===== config.mk =====
export PLATFORM = sky130hd
export DESIGN_NAME = frame_ones_accumulator
export DESIGN_NICKNAME = d
export VERILOG_FILES = /design/src/rtl/frame_ones_accumulator.sv
export SDC_FILE = /design/constraint.sdc
export NUM_CORES = 1
export LEC_CHECK = 0
export BUFFER_PORTS_ARGS = -buffer_cell sky130_fd_sc_hd__buf_4
export CORE_MARGIN = 2
export CORE_UTILIZATION = 46
export CTS_BUF_LIST = sky130_fd_sc_hd__clkbuf_16
export DETAILED_ROUTE_END_ITERATION = 7
export PLACE_DENSITY = 0.66
export REMOVE_ABC_BUFFERS = 1
export SYNTH_ARGS = -nofsm -noshare
export SYNTH_HDL_FRONTEND = slang
export SYNTH_SLANG_ARGS = --single-unit

===== constraint.sdc =====
create_clock -name clk -period 6.1 [get_ports clk]
set_input_delay 1.22 -clock clk [delete_from_list [all_inputs] [get_ports clk]]
set_output_delay 1.22 -clock clk [all_outputs]
set_load 0.05 [all_outputs]

===== src/rtl/frame_ones_accumulator.sv =====
// Counts the 1 bits of each accepted word and accumulates them over an in_last-delimited frame.
// The frame total and word count are held on a valid/ready output until the consumer takes them.
module frame_ones_accumulator #(
    parameter int WIDTH     = 8,
    parameter int ACC_WIDTH = 16
) (
    input  logic                 clk,
    input  logic                 rst,
    input  logic                 in_valid,
    output logic                 in_ready,
    input  logic [WIDTH-1:0]     in_vector,
    input  logic                 in_last,
    output logic                 out_valid,
    input  logic                 out_ready,
    output logic [ACC_WIDTH-1:0] total_count,
    output logic [ACC_WIDTH-1:0] word_count,
    output logic                 saturated
);

    localparam int CW = $clog2(WIDTH + 1);

    typedef enum logic {ACCUM, HOLD} state_t;

    state_t               state;
    logic [ACC_WIDTH-1:0] acc_total;
    logic [ACC_WIDTH-1:0] acc_words;
    logic                 sat_flag;

    logic [CW-1:0]        ones;
    logic [ACC_WIDTH:0]   sum_total;
    logic [ACC_WIDTH:0]   sum_words;
    logic [ACC_WIDTH-1:0] next_total;
    logic [ACC_WIDTH-1:0] next_words;
    logic                 clip;
    logic                 accept;

    // Gated by rst so upstream never sees a handshake that reset is about to discard.
    assign in_ready = (state == ACCUM) && !rst;
    assign accept   = in_valid && in_ready;

    always_comb begin
        ones = '0;
        for (int i = 0; i < WIDTH; i++) begin
            ones = ones + CW'(in_vector[i]);
        end
    end

    // One guard bit suffices: both operands are at most 2^ACC_WIDTH - 1, so the carry flags a clip.
    always_comb begin
        sum_total  = {1'b0, acc_total} + (ACC_WIDTH + 1)'(ones);
        sum_words  = {1'b0, acc_words} + (ACC_WIDTH + 1)'(1);
        next_total = sum_total[ACC_WIDTH] ? '1 : sum_total[ACC_WIDTH-1:0];
        next_words = sum_words[ACC_WIDTH] ? '1 : sum_words[ACC_WIDTH-1:0];
        clip       = sum_total[ACC_WIDTH] | sum_words[ACC_WIDTH];
    end

    // NOTE: all state updates are non-blocking so every register samples pre-edge values.
    always_ff @(posedge clk) begin
        if (rst) begin
            state       <= ACCUM;
            acc_total   <= '0;
            acc_words   <= '0;
            sat_flag    <= 1'b0;
            out_valid   <= 1'b0;
            total_count <= '0;
            word_count  <= '0;
            saturated   <= 1'b0;
        end else if (state == ACCUM) begin
            if (accept) begin
                if (in_last) begin
                    total_count <= next_total;
                    word_count  <= next_words;
                    saturated   <= sat_flag | clip;
                    out_valid   <= 1'b1;
                    state       <= HOLD;
                end else begin
                    acc_total <= next_total;
                    acc_words <= next_words;
                    sat_flag  <= sat_flag | clip;
                end
            end
        end else begin
            if (out_ready) begin
                out_valid <= 1'b0;
                acc_total <= '0;
                acc_words <= '0;
                sat_flag  <= 1'b0;
                state     <= ACCUM;
            end
        end
    end

endmodule


==> results of run 1 <==
[worst max path at each step]
stage                       to          from  depth (start not counted)  slack, ns
6_report       total_count[13]  in_vector[0]                         13       1.18
5_1_grt         total_count[5]  in_vector[0]                         13       0.92
4_1_cts        total_count[13]  in_vector[0]                         13       1.18
3_5_place_dp    total_count[4]  in_vector[0]                         13       0.86
3_3_place_gp   total_count[13]  in_vector[0]                         13       0.99
2_1_floorplan  total_count[11]  in_vector[0]                         12       1.41
[stage by stage]
step	utilization	power, uW	std cells	hold WS [ns]	cell area (um^2)
2_1_floorplan	-	584.5	409	0.4160	3462
3_3_place_gp	0.5202	632.6	560	0.4285	3958
3_5_place_dp	0.5202	634.1	560	0.4312	3958
4_1_cts	0.5609	1174	576	0.4398	4267
5_1_grt	0.5609	1212	576	0.4600	4267
6_report	0.5609	1169	576	0.4410	4267
[critical path, stage by stage]
cell      delay (ns)
buf_4           0.11
fa_1            0.53
inv_1           0.05
fa_1            0.44
fa_1            0.51
fa_1            0.18
inv_1           0.05
fa_1            0.42
a211oi_2        0.48
nor2_1          0.18
and2_1          0.36
nor2_1          0.41
a211oi_1        0.15
[area by class of cell]
cell class | instances | area [um^2] | share of cell area
clock buffer | 9 | 225.2 | 0.05279
clock inverter | 7 | 83.83 | 0.01965
inverter | 20 | 75.07 | 0.01760
multi-input combinational | 321 | 2026 | 0.4748
sequential | 68 | 1361 | 0.3191
tap | 102 | 127.6 | 0.02991
timing repair buffer | 49 | 367.9 | 0.08622
[registers in the layout, summed over array words and instances (netlist names)]
signal,cells
sat_flag,1
acc_words,16
word_count,16
out_valid,1
total_count,16
state,1
saturated,1
acc_total,16
[power groups by stage]
stage / sequential, uW / clock (uW) / combinational [uW]
floorplan: 507 / 0 / 78.0
global placement: 474 / 0 / 159
detailed placement: 474 / 0 / 160
CTS: 465 / 548 / 162
global route: 466 / 568 / 177
finish: 465 / 544 / 160
[kinds of logic after synthesis]
family	after synthesis
AND/OR/NAND/NOR	156
AO/OA/AOI/OAI	134
flip-flops	68
buffers and inverters	46
XOR/XNOR	16
adder cells (fa/ha/maj)	12
multiplexers	3
[routing by layer]
| metal | part of all wire | up-vias | GRT usage |
|---|---|---|---|
| met3 | 0.045 | 13 | 0.02876 |
| met2 | 0.45 | 94 | 0.3186 |
| met1 | 0.49 | 1545 | 0.3090 |
| li1 | - | 1650 | - |
| met4 | 0.013 | 0 | 0.07338 |
| met5 | 0 | - | 0 |
[layout by cell type (no fill, tap or decap), types with 6 or more instances in the layout]
cell	n
clkbuf_16	9
nor2_1	45
a211oi_1	14
buf_4	49
a21oi_1	35
nand3_1	13
and4_1	6
xnor2_1	11
o21ai_0	35
nor3_1	17
ha_1	7
nand2_1	44
dfxtp_1	68
inv_1	22
a311oi_1	9
nand4_1	6
==> impl_metrics.json, run 1 <==
{
  "cts_repair_resize_count": 0,
  "peakVddDrop_v": 0.0001450,
  "viasPerCell": 5.733,
  "yosysMostFrequentCell": "dfxtp_1",
  "grt_pass1_wl_um": 14410,
  "min_to": "sat_flag",
  "cts_tree": "yes",
  "path_clk_slew_ns": 0.05,
  "cp_max_fo": 14,
  "setup-tns-final_ns": 0,
  "synth_common_cells": "dfxtp_1, nor2_1, nand2_1",
  "cap_violations": 0,
  "clkPwrFrac": 0.466,
  "grt_overflow": 0,
  "die_w_um": 92.16,
  "synth-simple-area-share": 0.2223,
  "grt_start_max_net_pins": 62,
  "cts_hold_buf": 0,
  "syn-cell-area_um2": 3575,
  "rsz0062_at_grt": "false",
  "skew_ns": 0.006825,
  "die_height_um": 92.16,
  "firstDrtPassIters": 5,
  "cts_setup_buffers": 0,
  "end_kind": "flip-flop",
  "synth_mux_area_frac": 0.008750,
  "worst_pin_slew_ns": 1.097,
  "hold_class": "reg2reg",
  "gp_congestion": 0.8269,
  "nets": 494,
  "synth_flop_cell": "dfxtp_1",
  "clkLatencyLatePin_ns": 0.33,
  "slew_violations": 0,
  "hpwl_um": 5725,
  "antenna_found_initial": 0,
  "portBuffers": 47,
  "cts_buffer_depth": 2,
  "ff2ff_path_depth": 11,
  "grt_pass1_vias": 2929,
  "drive_above_1_share": 0.1519,
  "slew-limit-headroom": 0.2684,
  "outcome": "finished clean",
  "min_period_over_period": 0.8064,
  "p_int_uw": 865.8,
  "yosys.area.top_type": "dfxtp_1",
  "power_switching_share": 0.2591,
  "hp-start": "sat_flag",
  "p_leak_uw": 0.001621,
  "crit_type": "in2reg",
  "die_area_um2": 8493,
  "syn_avg_cell_area_um2": 8.218,
  "pre_cts_slack_ns": 0.8631,
  "fill_cells": 709,
  "crit_arrival_ns": 5.10,
  "max_freq_ghz": 0.2033,
  "yosysTopAreaCellShare": 0.3808,
  "start_util": 0.4699,
  "seqPwrFrac": 0.398,
  "ant_nets": 0,
  "synthAdderAreaFrac": 0.05250,
  "fin_crit_ns": 4.919,
  "synth_edf_count": 0,
  "drc": 0,
  "cts_sinks": 68,
  "worst_slack_ns": 1.181,
  "synth_top_family_by_area": "compound AO/OA/AOI/OAI gates",
  "io_pins": 48,
  "syn_to_final_growth_pct": 19.36,
  "rows": 32,
  "synth_cell_types": 56,
  "rr_startpoint": "acc_total[0]",
  "synth_xor_area_frac": 0.03920,
  "switchingPower_uw": 302.8,
  "ctsHtreeMaxLevel": 3,
  "drt_iter0_markers": 250,
  "whs_path_depth": 2,
  "wire_per_inst_um": 14.94,
  "powerDensity_nw_per_um2": 273.9,
  "syn_inst": 435,
  "r2r-end": "total_count[13]",
  "p_comb_frac": 0.137,
  "grt_use_total": 0.2112,
  "ys_warn_count": 0,
  "vias": 3302,
  "core-area_um2": 7607,
  "crit_path_start_kind": "primary input",
  "cts_inserted_buffers": 9,
  "ys_top_cells_by_area": "dfxtp_1, a21oi_1, o21ai_0",
  "ys_seq_area_frac": 0.3808,
  "crit_required_ns": 6.28,
  "setup_viol_count_final": 0,
  "hold_viol": 0,
  "diodes": 0,
  "totalWireLength_um": 8604,
  "r2r_slack_ns": 2.36,
  "ys_ff_latch": 68,
  "synth_compound_area_frac": 0.2440,
  "async_reset_ff_frac": 0,
  "clockRootBuffer": "clkbuf_16"
}
No activity file was read; power rests on OpenSTA's default activity.
==> run 2, diff against run 1 <==
PLACE_DENSITY = 0.69   (was 0.66)
clock period = 4 ns   (was 6.1 ns; I/O delays follow)
==> run 2 against run 1 <==
Compared with the run above: combinational power grew 68%; via count grew 2.4%; sequential cell count is the same; critical path type unchanged; sequential power grew 52%; die area is the same; setup slack lost 1.1 ns; worst hold slack gained 0.012 ns; global-route usage grew 0.20 points; final area grew 3.5%; critical path depth grew 2; largest power group unchanged; clock skew is essentially flat; sequential share of layout area shrank 1.1 points.
==> impl_metrics.json, run 2 (synthesized netlist as in run 1, its figures left out) <==
{
  "ctsHtreeMaxLevel": 3,
  "final_common_cell": "dfxtp_1",
  "postLayoutCoreUtil": 0.5804,
  "start_util": 0.4699,
  "gp_congestion": 0.9053,
  "clockRootBuffer": "clkbuf_16",
  "grt_pass1_vias": 3103,
  "worst_pin_slew_ns": 0.9297,
  "grt_start_max_net_pins": 62,
  "worst_slack_ns": 0.09569,
  "clkPwrFrac": 0.448,
  "cts_sinks": 68,
  "power_switching_share": 0.2754,
  "io_pins": 48,
  "max_freq_ghz": 0.2561,
  "crit_path_start_kind": "primary input",
  "outcome": "finished clean",
  "pre_cts_slack_ns": -0.3643,
  "p_int_uw": 1283,
  "end_kind": "flip-flop",
  "diodes": 0,
  "crit_arrival_ns": 4.16,
  "drt_iter0_markers": 226,
  "hold_class": "reg2reg",
  "slew-limit-headroom": 0.3802,
  "cts_hold_buf": 0,
  "crit_type": "in2reg",
  "drc": 0,
  "cts_buffer_depth": 2,
  "fin_crit_ns": 3.904,
  "instances_no_fill": 593,
  "rsz0062_at_grt": "true",
  "wire_per_inst_um": 14.83,
  "drive_above_1_share": 0.1996,
  "grt_use_total": 0.2132,
  "portBuffers": 47,
  "core-area_um2": 7607,
  "p_comb_frac": 0.152,
  "grt_overflow": 0,
  "nets": 511,
  "p_leak_uw": 0.001691,
  "switchingPower_uw": 487.6,
  "slew_violations": 0,
  "syn_to_final_growth_pct": 23.52,
  "grt_pass1_wl_um": 14740,
  "die_area_um2": 8493,
  "crit_required_ns": 4.25,
  "peakVddDrop_v": 0.0002346,
  "cts_inserted_buffers": 9,
  "place_inst": 576,
  "die_height_um": 92.16,
  "viasPerCell": 5.702,
  "cp_max_fo": 7,
  "totalWireLength_um": 8793,
  "power_uw": 1771,
  "path_clk_slew_ns": 0.06,
  "vias": 3381,
  "hpwl_um": 5876,
  "cts_tree": "yes",
  "setup_viol_count_final": 0,
  "firstDrtPassIters": 5,
  "rows": 32,
  "antenna_found_initial": 0,
  "skew_ns": 0.007091,
  "ant_nets": 0,
  "die_w_um": 92.16,
  "clkLatencyLatePin_ns": 0.33,
  "hold_viol": 0,
  "powerDensity_nw_per_um2": 401.0,
  "cap_violations": 0,
  "min_period_over_period": 0.9761,
  "seqPwrFrac": 0.400,
  "final_cell_mix": "dfxtp_1, buf_4, nor2_1"
}
==> run 2: cell count changes in the layout (fill, tap and decap cells not counted), moves of 2 or more <==
cell / delta
buf_6: +2
clkinv_4: +2
inv_1: -3
fa_1: -2
fa_2: +2
buf_4: +15
==> run 2: critical path, cell delays in order <==
cell	delay (ns)
buf_6	0.09
fa_1	0.53
inv_1	0.05
fa_1	0.49
fa_1	0.43
fa_2	0.37
inv_2	0.06
fa_2	0.20
a211oi_2	0.08
buf_4	0.16
nor4_4	0.23
buf_4	0.18
a31oi_1	0.08
a311o_1	0.28
a21oi_1	0.12
==> run 2: path summary, 6_finish.rpt <==
path              depth (start not counted)         endpoint          from  slack (ns)
setup / recovery                         15  total_count[14]  in_vector[0]         0.1
hold / removal                            2         sat_flag      sat_flag        0.45
setup reg to reg                         13  total_count[14]  acc_total[0]        0.82
hold reg to reg                           2         sat_flag      sat_flag        0.45
==> run 2: cell type report <==
| class | count | area (um^2) |
|---|---|---|
| clock buffer | 9 | 225.2 |
| clock inverter | 7 | 75.07 |
| timing repair buffer | 66 | 503.0 |
| inverter | 20 | 75.07 |
| multi-input combinational | 321 | 2048 |
| fill | 704 | 3192 |
| tap | 102 | 127.6 |
| sequential | 68 | 1361 |
==> run 2: routing by layer <==
layer | wire (um) | part of all wire | vias to the layer above | GRT usage
met4 | 122 | 0.014 | 0 | 0.08831
met3 | 425 | 0.048 | 12 | 0.02958
li1 | - | - | 1683 | -
met2 | 4080 | 0.46 | 97 | 0.3370
met1 | 4165 | 0.47 | 1589 | 0.2931
met5 | 0 | 0 | - | 0
==> run 2: power by group through the flow <==
| stage | Clock [uW] | Sequential (uW) | Combinational (uW) |
|---|---|---|---|
| 2_1_floorplan | 0 | 773 | 119 |
| 3_3_place_gp | 0 | 722 | 257 |
| 3_5_place_dp | 0 | 723 | 264 |
| 4_1_cts | 806 | 708 | 266 |
| 5_1_grt | 840 | 710 | 297 |
| 6_report | 793 | 708 | 269 |
==> run 2: timing repair <==
item | CTS | global route
setup endpoints to repair | 2 | 22
buffers inserted | 0 | 1
resized for setup | 0 | 11
pin swaps | 1 | 3
==> run 2: stage by stage <==
step	TNS [ns]	hold WS, ns	cell area [um^2]
after global placement	-5.909	0.4277	4078
after global routing	-0.1382	0.4723	4415
after CTS	0	0.4497	4378
after detailed placement	-7.807	0.4384	4078
after floorplan	-3.382	0.4160	3462
final	0	0.4533	4415
==> run 3, diff against run 2 <==
CTS_BUF_LIST = default   (was sky130_fd_sc_hd__clkbuf_16)
==> run 3 against run 2 <==
Compared with the run above: sequential power about the same; sequential cell count unchanged; first-iteration DRC count decreased by 2.7%; sequential share of layout area up 0.63 points; critical path type unchanged.
==> impl_metrics.json, run 3 (synthesized netlist as in run 1, its figures left out) <==
{
  "fill_cells": 717,
  "grt_start_max_net_pins": 62,
  "peakVddDrop_v": 0.0001902,
  "hold_class": "reg2reg",
  "min_period_over_period": 0.9630,
  "setup-tns-final_ns": 0,
  "io_pins": 48,
  "hpwl_um": 5876,
  "drc": 0,
  "antenna_found_initial": 0,
  "drive_above_1_share": 0.2016,
  "final_cell_mix": "dfxtp_1, buf_4, nor2_1",
  "powerDensity_nw_per_um2": 365.0,
  "crit_arrival_ns": 4.14,
  "ant_nets": 0,
  "syn_to_final_growth_pct": 21.04,
  "end_kind": "flip-flop",
  "crit_path_start_kind": "primary input",
  "grt_overflow": 0,
  "die_w_um": 92.16,
  "rows": 32,
  "start_util": 0.4699,
  "wire_per_inst_um": 14.68,
  "drt_iter0_markers": 220,
  "ctsHtreeMaxLevel": 3,
  "diodes": 0,
  "clockRootBuffer": "clkbuf_8",
  "firstDrtPassIters": 5,
  "final_common_cell": "dfxtp_1",
  "instances_no_fill": 593,
  "worst_slack_ns": 0.1481,
  "hp-start": "total_count[8]",
  "p_leak_uw": 0.001666,
  "placed_area_um2": 4078,
  "pre_cts_slack_ns": -0.3643,
  "postLayoutCoreUtil": 0.5688,
  "post-route-cell-area_um2": 4327,
  "nets": 511,
  "skew_ns": 0.009209,
  "cts_buffer_depth": 2,
  "die_height_um": 92.16,
  "rr_startpoint": "acc_total[0]",
  "crit_type": "in2reg",
  "max_freq_ghz": 0.2596,
  "grt_use_total": 0.2127,
  "die_area_um2": 8493,
  "core-area_um2": 7607,
  "crit_required_ns": 4.29,
  "gp_congestion": 0.9053,
  "totalWireLength_um": 8705,
  "cp_max_fo": 7,
  "cts_tree": "yes",
  "slew-limit-headroom": 0.3329,
  "crit_start": "in_vector[0]",
  "setup_viol_count_final": 0,
  "place_inst": 576,
  "grt_pass1_wl_um": 14580,
  "cts_inserted_buffers": 9,
  "path_clk_slew_ns": 0.08,
  "cap_violations": 0,
  "fin_crit_ns": 3.852,
  "hold_viol": 0,
  "cts_sinks": 68,
  "clkLatencyLatePin_ns": 0.36,
  "viasPerCell": 5.649,
  "grt_pass1_vias": 2999,
  "portBuffers": 47,
  "vias": 3350,
  "slew_violations": 0,
  "rsz0062_at_grt": "true",
  "outcome": "finished clean",
  "worst_pin_slew_ns": 1.001
}
[run 3: through the flow]
step           hold slack, ns  total power [uW]
2_1_floorplan          0.4160             891.4
3_3_place_gp           0.4277             979.6
3_5_place_dp           0.4384             986.8
4_1_cts                0.4527              1586
5_1_grt                0.4758              1653
6_report               0.4584              1579
[run 3: path summary, 6_finish.rpt]
kind              cells past startpoint  slack [ns]              end
setup / recovery                     15        0.15  total_count[14]
hold / removal                        2        0.46   total_count[8]
setup reg to reg                     13        0.84  total_count[14]
hold reg to reg                       2        0.46   total_count[8]
[run 3: critical path: stages]
cell      delay (ns)
buf_6           0.09
fa_1            0.53
inv_1           0.05
fa_1            0.49
fa_1            0.43
fa_2            0.37
inv_2           0.06
fa_2            0.20
a211oi_2        0.07
buf_4           0.16
nor4_4          0.23
buf_4           0.18
a31oi_1         0.08
a311o_1         0.28
a21oi_1         0.12
[run 3: power breakdown]
part	leakage, uW	switching (uW)	total [uW]	internal [uW]
sequential	0.000551	10.9	707	696
clock	0.0000991	294	603	309
combinational	0.00102	168	270	102
[run 3: metal layers]
layer  track usage  routed length (um)  vias up  share of wire
li1              -                   -     1677              -
met1        0.3027                4166     1567           0.48
met2        0.3156                3901       95           0.45
met3       0.03369                 503       11          0.058
met4       0.09826                 134        0          0.015
met5             0                   0        -              0
[run 3: what timing repair did]
item | in CTS | in global routing
endpoints found under the setup margin | 0 | 19
gates resized for setup | 0 | 10
hold buffers | 0 | 0
setup buffers | 0 | 1
[run 3: layout make-up]
cell class	instances	area, um^2	share of cell area
inverters	20	75.07	0.01735
repair buffers	66	499.2	0.1154
multi-input cells	321	2054	0.4748
well taps	102	127.6	0.02950
clock inverters	6	71.32	0.01648
flip-flops and latches	68	1361	0.3146
clock buffers	10	137.6	0.03181
